**src/rtl/uart_boot_loader.sv**
```systemverilog
// UART boot loader: receives 8N1 bytes, takes a word-count header followed by
// lo/hi byte pairs, and writes 9-bit words into a 128-word program SRAM.
//
// state | meaning
// ------+---------------------------------------------------------------
// IDLE  | no session; received bytes are dropped
// HDR   | waiting for the word-count byte
// LO    | waiting for the low byte of the next word
// HI    | waiting for the high byte (only bit 0 may be set)
// WR    | one-cycle SRAM write of mem_addr / mem_data
// DONE  | all words written, load_done high until load_en falls
// ERR   | framing or high-byte error, waits for load_en to fall
module uart_boot_loader #(
  parameter int CLKS_PER_BIT = 434
) (
  input  logic       SYS_CLK,
  input  logic       reset_n,
  input  logic       uart_rx,
  input  logic       load_en,
  output logic [6:0] mem_addr,
  output logic [8:0] mem_data,
  output logic       mem_wren,
  output logic       load_busy,
  output logic       load_done,
  output logic       frame_err
);

  localparam int CW = (CLKS_PER_BIT > 2) ? $clog2(CLKS_PER_BIT) : 1;
  localparam logic [CW-1:0] BIT_RELOAD  = CW'(CLKS_PER_BIT - 1);
  localparam logic [CW-1:0] HALF_RELOAD = CW'(CLKS_PER_BIT / 2 - 1);

  typedef enum logic [1:0] {RX_IDLE, RX_START, RX_DATA, RX_STOP} rx_state_t;
  typedef enum logic [2:0] {S_IDLE, S_HDR, S_LO, S_HI, S_WR, S_DONE, S_ERR} state_t;

  logic            rx_meta_q, rx_meta_d, rx_sync_q, rx_sync_d, rx_prev_q, rx_prev_d;
  rx_state_t       rx_state_q, rx_state_d;
  logic [CW-1:0]   rx_cnt_q, rx_cnt_d;
  logic [2:0]      rx_bit_q, rx_bit_d;
  logic [7:0]      rx_shift_q, rx_shift_d;
  logic            byte_valid, byte_err;

  state_t          state_q, state_d;
  logic [7:0]      word_cnt_q, word_cnt_d;
  logic [6:0]      mem_addr_q, mem_addr_d;
  logic [8:0]      mem_data_q, mem_data_d;
  logic            frame_err_q, frame_err_d;

  // All state registers; synchronizer flops reset to the idle-high line level.
  always_ff @(posedge SYS_CLK or negedge reset_n) begin
    if (!reset_n) begin
      rx_meta_q   <= 1'b1;
      rx_sync_q   <= 1'b1;
      rx_prev_q   <= 1'b1;
      rx_state_q  <= RX_IDLE;
      rx_cnt_q    <= '0;
      rx_bit_q    <= '0;
      rx_shift_q  <= '0;
      state_q     <= S_IDLE;
      word_cnt_q  <= '0;
      mem_addr_q  <= '0;
      mem_data_q  <= '0;
      frame_err_q <= 1'b0;
    end else begin
      rx_meta_q   <= rx_meta_d;
      rx_sync_q   <= rx_sync_d;
      rx_prev_q   <= rx_prev_d;
      rx_state_q  <= rx_state_d;
      rx_cnt_q    <= rx_cnt_d;
      rx_bit_q    <= rx_bit_d;
      rx_shift_q  <= rx_shift_d;
      state_q     <= state_d;
      word_cnt_q  <= word_cnt_d;
      mem_addr_q  <= mem_addr_d;
      mem_data_q  <= mem_data_d;
      frame_err_q <= frame_err_d;
    end
  end

  // Receiver next state: edge detect, half-bit start check, centre sampling.
  always_comb begin
    rx_meta_d  = uart_rx;
    rx_sync_d  = rx_meta_q;
    rx_prev_d  = rx_sync_q;
    rx_state_d = rx_state_q;
    rx_cnt_d   = rx_cnt_q;
    rx_bit_d   = rx_bit_q;
    rx_shift_d = rx_shift_q;
    case (rx_state_q)
      RX_IDLE: begin
        if (rx_prev_q && !rx_sync_q) begin
          rx_state_d = RX_START;
          rx_cnt_d   = HALF_RELOAD;
        end
      end
      RX_START: begin
        if (rx_cnt_q == '0) begin
          if (!rx_sync_q) begin
            rx_state_d = RX_DATA;
            rx_cnt_d   = BIT_RELOAD;
            rx_bit_d   = '0;
          end else begin
            rx_state_d = RX_IDLE;
          end
        end else begin
          rx_cnt_d = rx_cnt_q - CW'(1);
        end
      end
      RX_DATA: begin
        if (rx_cnt_q == '0) begin
          rx_shift_d = {rx_sync_q, rx_shift_q[7:1]};
          rx_cnt_d   = BIT_RELOAD;
          rx_bit_d   = rx_bit_q + 3'd1;
          if (rx_bit_q == 3'd7) rx_state_d = RX_STOP;
        end else begin
          rx_cnt_d = rx_cnt_q - CW'(1);
        end
      end
      RX_STOP: begin
        if (rx_cnt_q == '0) rx_state_d = RX_IDLE;
        else                rx_cnt_d   = rx_cnt_q - CW'(1);
      end
      default: rx_state_d = RX_IDLE;
    endcase
  end

  // Receiver outputs: one-cycle strobes at the stop-bit sample.
  always_comb begin
    byte_valid = (rx_state_q == RX_STOP) && (rx_cnt_q == '0) && rx_sync_q;
    byte_err   = (rx_state_q == RX_STOP) && (rx_cnt_q == '0) && !rx_sync_q;
  end

  // Loader next state and datapath; load_en low aborts any active session.
  always_comb begin
    state_d     = state_q;
    word_cnt_d  = word_cnt_q;
    mem_addr_d  = mem_addr_q;
    mem_data_d  = mem_data_q;
    frame_err_d = frame_err_q;
    case (state_q)
      S_IDLE: begin
        if (load_en) begin
          state_d     = S_HDR;
          frame_err_d = 1'b0;
          mem_addr_d  = '0;
        end
      end
      S_HDR, S_LO, S_HI: begin
        if (!load_en) begin
          state_d = S_IDLE;
        end else if (byte_err) begin
          state_d     = S_ERR;
          frame_err_d = 1'b1;
        end else if (byte_valid) begin
          if (state_q == S_HDR) begin
            // zero and anything beyond the memory size both mean a full load
            word_cnt_d = (rx_shift_q == 8'd0 || rx_shift_q > 8'd128) ? 8'd128 : rx_shift_q;
            mem_addr_d = '0;
            state_d    = S_LO;
          end else if (state_q == S_LO) begin
            mem_data_d[7:0] = rx_shift_q;
            state_d         = S_HI;
          end else if (rx_shift_q[7:1] != 7'd0) begin
            state_d     = S_ERR;
            frame_err_d = 1'b1;
          end else begin
            mem_data_d[8] = rx_shift_q[0];
            state_d       = S_WR;
          end
        end
      end
      S_WR: begin
        // the write strobe in this cycle completes even on abort
        if (!load_en) begin
          state_d = S_IDLE;
        end else begin
          word_cnt_d = word_cnt_q - 8'd1;
          if (word_cnt_q == 8'd1) begin
            state_d = S_DONE;
          end else begin
            mem_addr_d = mem_addr_q + 7'd1;
            state_d    = S_LO;
          end
        end
      end
      S_DONE, S_ERR: begin
        if (!load_en) state_d = S_IDLE;
      end
      default: state_d = S_IDLE;
    endcase
  end

  // Loader outputs decoded from the current state.
  always_comb begin
    mem_wren  = (state_q == S_WR);
    load_busy = (state_q != S_IDLE) && (state_q != S_DONE) && (state_q != S_ERR);
    load_done = (state_q == S_DONE);
    mem_addr  = mem_addr_q;
    mem_data  = mem_data_q;
    frame_err = frame_err_q;
  end

endmodule

```
**config.mk**
```make
export PLATFORM = sky130hd
export DESIGN_NAME = uart_boot_loader
export DESIGN_NICKNAME = d
export VERILOG_FILES = /design/src/rtl/uart_boot_loader.sv
export SDC_FILE = /design/constraint.sdc
export NUM_CORES = 1
export LEC_CHECK = 0
export BUFFER_PORTS_ARGS = -buffer_cell sky130_fd_sc_hd__buf_2
export CORE_MARGIN = 10
export CORE_UTILIZATION = 54
export CTS_CLUSTER_DIAMETER = 120
export CTS_CLUSTER_SIZE = 8
export DETAILED_ROUTE_END_ITERATION = 10
export HOLD_SLACK_MARGIN = 0.02
export PLACE_DENSITY_LB_ADDON = 0.05
export SETUP_SLACK_MARGIN = 0.05
export SYNTH_ARGS = -nofsm -noshare
export SYNTH_HDL_FRONTEND = slang
export SYNTH_SLANG_ARGS = --single-unit
```
**constraint.sdc**
```tcl
create_clock -name SYS_CLK -period 2.8 [get_ports SYS_CLK]
set_input_delay 0.14 -clock SYS_CLK [delete_from_list [all_inputs] [get_ports SYS_CLK]]
set_output_delay 0.14 -clock SYS_CLK [all_outputs]
set_load 0.05 [all_outputs]
```
==> flow_metrics.py <==
metrics = {
    "timing": {
        "drv_slew": 0,
        "setup_viol": 0,
        "hold_violations": 0,
        "fin_crit_ns": 2.63,
        "finalCritPeriodShare_pct": 93.8,
        "grt_setup_unrepaired": "false",
        "skew_ns": 0.0102,
        "tightestPinTransition_ns": 0.735,
        "slew_headroom_pct": 50.6,
        "tns_ns": 0,
        "timing.fmax_ghz": 0.381,
    },
    "final_layout": {
        "multiInputGateArea_sq_um": 1530,
        "layout-drive-gt1-share_pct": 20.2,
        "n_antenna_cell": 0,
        "nNetsFinal": 350,
        "layout.area.seq_sq_um": 1330,
        "fin_util_pct": 60.6,
        "fillers": 483,
        "syn_to_final_growth_pct": 10.1,
    },
    "power_and_ir_drop": {
        "ir_drop_uv": 373,
        "pwr_density_cell_nw_per_um2": 751,
        "total_leakage_power_nw": 1.52,
    },
    "placed_design": {
        "globalplace.congestion": 0.930,
        "hpwl_um": 4820,
        "port_buffers": 23,
    },
    "clock_tree": {
        "path_clk_slew_ns": 0.10,
        "cts_inserted_buffers": 5,
        "cts_setup_buffers": 0,
        "h-tree-depth": 2,
        "insertion_delay_ns": 0.31,
        "clk_path_buf_depth": 2,
        "tritoncts": "yes",
        "clock-sinks": 53,
        "cts_root_buf": "clkbuf_8",
    },
    "hold_path": {
        "hold_class": "input port to flip-flop",
    },
    "logic_synthesis": {
        "synth_area_sq_um": 3010,
        "ys.flop_type": "dfrtp_1",
        "synth_common_cells": "dfrtp_1 (50), nand2_1 (28), nor2_1 (28)",
        "synth_nets": 324,
        "synth_enable_flop_cells": 0,
        "async_reset_ff_share_pct": 100,
        "ys_ff_latch": 53,
        "syn_inst": 309,
        "synth.most_common_cell": "dfrtp_1",
        "ys_top_cells_by_area": "dfrtp_1 (42%), ha_1 (4.6%), a21oi_1 (4.2%)",
        "ys_types": 55,
        "synth.yosys.warnings": 0,
        "syn_area_per_cell_sq_um": 9.75,
        "synth_top_area_share_pct": 41.5,
        "synth_area_leader_cell": "dfrtp_1",
        "seq_area_frac_synth_pct": 44.2,
    },
    "die": {
        "start_util_pct": 55.0,
        "pin_count": 24,
        "core_sq_um": 5470,
        "fp-row-count": 27,
        "die_x_um": 94.7,
        "die_y_um": 94.7,
        "dieArea_sq_um": 8960,
    },
    "route": {
        "drt_iter0_markers": 214,
        "vias_per_cell": 5.98,
        "num_vias": 2441,
        "wl_per_cell_um": 16.7,
        "drc": 0,
        "final_antenna_net_count": 0,
        "totalWireLength_um": 6820,
        "drt_first_pass_iters": 4,
    },
    "critical_path": {
        "cp_num_buf_inv": 1,
        "slowest_delay_ns": 0.65,
        "path_class": "flip-flop to flip-flop",
        "cp_max_fo": 8,
        "crit_path_start_kind": "flip-flop",
        "crit_path_end_kind": "flip-flop",
        "r2r_slack_ns": 0.17,
        "critical-path-slowest-cell": "or4b_4",
        "crit_chain": "inv_1 > ha_1 > nor4b_4 > nand2_2 > or4_4 > or4b_4 > mux2_4",
        "crit_family": "simple AND/OR/NAND/NOR gates",
        "required_ns": 3.00,
        "cp.arrival_ns": 2.83,
    },
    "global_route": {
        "grt_pass1_vias": 2429,
        "grt_first_pass_wirelength_um": 11700,
        "track_usage_pct": 16.0,
        "grt_max_degree": 54,
        "grt.overflow.total": 0,
        "antenna_found_initial": 0,
    },
    "status": {
        "status": "completed",
    },
    "run": {
        "maxCapViolCount": 0,
    },
}
worst paths after layout:
check / from / to / cells past startpoint
hold / removal: load_en / state_q[2]$_DFFE_PN0P_ / 3
max in group asynchronous: reset_n / rx_bit_q[2]$_DFFE_PN0P_ / 3
setup / recovery: rx_cnt_q[0]$_DFFE_PN0P_ / mem_data[6]$_DFFE_PN0P_ / 7
min in group asynchronous: reset_n / frame_err$_DFFE_PN0P_ / 3
setup reg to reg: rx_cnt_q[0]$_DFFE_PN0P_ / mem_data[6]$_DFFE_PN0P_ / 7
hold reg to reg: rx_meta_q$_DFF_PN1_ / rx_prev_d$_DFF_PN1_ / 0
registers in the layout (all words and copies together) (netlist names), named ones only:
signal	cells
mem_data	9
rx_cnt_q	9
rx_shift_q	8
word_cnt_q	8
mem_addr	7
rx_bit_q	3
state_q	3
frame_err	1
rx_meta_q	1
rx_prev_d	1
rx_prev_q	1
rx_state_q	1
per-stage QoR:
| stage | cells | power, W | hold WS, ns | area [sq um] | setup slack [ns] |
|---|---|---|---|---|---|
| 2_1_floorplan | 309 | 0.00174 | -0.156 | 3010 | 0.219 |
| 3_3_place_gp | 398 | 0.00195 | 0.250 | 3180 | 0.222 |
| 3_5_place_dp | 398 | 0.00195 | 0.251 | 3180 | 0.167 |
| 4_1_cts | 408 | 0.00249 | 0.178 | 3320 | 0.149 |
| 5_1_grt | 408 | 0.00267 | 0.221 | 3320 | 0.0754 |
| 6_report | 408 | 0.00249 | 0.190 | 3320 | 0.175 |
power by group:
| part | switching [W] | total, W | internal [W] |
|---|---|---|---|
| logic | 0.000565 | 0.000926 | 0.000361 |
| clock network | 0.000268 | 0.000536 | 0.000268 |
| registers | 0.000152 | 0.00103 | 0.000876 |
| total | 0.000985 | 0.00249 | 0.00151 |
cells by family after synthesis:
logic type | share of synthesized area, %
flops | 44.2
xor+xnor | 0.291
simple gates | 17.3
mux | 7.64
buf+inv | 5.15
compound gates | 20.9
fa+ha+maj | 4.57
worst reg2reg max path: stages, from the launching register on:
cell and delay, ns:
dfrtp_1 0.39, inv_1 0.08, ha_1 0.22, nor4b_4 0.27, nand2_2 0.09, or4_4 0.50, or4b_4 0.65, mux2_4 0.34
metal layers:
layer  routed length, um  global-route usage [%]  vias to the layer above
met2                3490                    27.1                       60
met1                2990                    20.5                     1183
met5                   0                       0                        -
met3                 265                    2.54                        8
met4                  74                    4.74                        0
li1                    -                       -                     1190
timing repair:
item / in CTS / in global routing
resized for setup: 0 / 1
hold buffers: 2 / 0
hold endpoints to repair: 51 / 0
setup endpoints to repair: 0 / 1
layout by cell type (no fill, tap or decap), types with 4 or more instances in the layout:
cell	n
buf_4	9
nand3_1	4
o22a_1	4
o21ai_0	24
nor2_1	28
mux2_2	8
ha_1	11
buf_2	23
nor4_1	4
a32oi_1	4
mux2_4	8
inv_1	13
or4_1	4
dfrtp_1	50
clkbuf_8	5
nand2_1	28
o211ai_1	4
o21a_1	5
a31oi_1	9
nor3_1	8
o31ai_1	4
a21oi_1	25
cell type report:
type | count | share of cell area [%]
multi-input combinational | 227 | 46.0
sequential | 53 | 40.1
timing repair buffer | 34 | 6.11
tap | 72 | 2.72
clock buffer | 5 | 2.07
inverter | 14 | 1.58
clock inverter | 3 | 1.40
(Power assumes the default switching activity.)
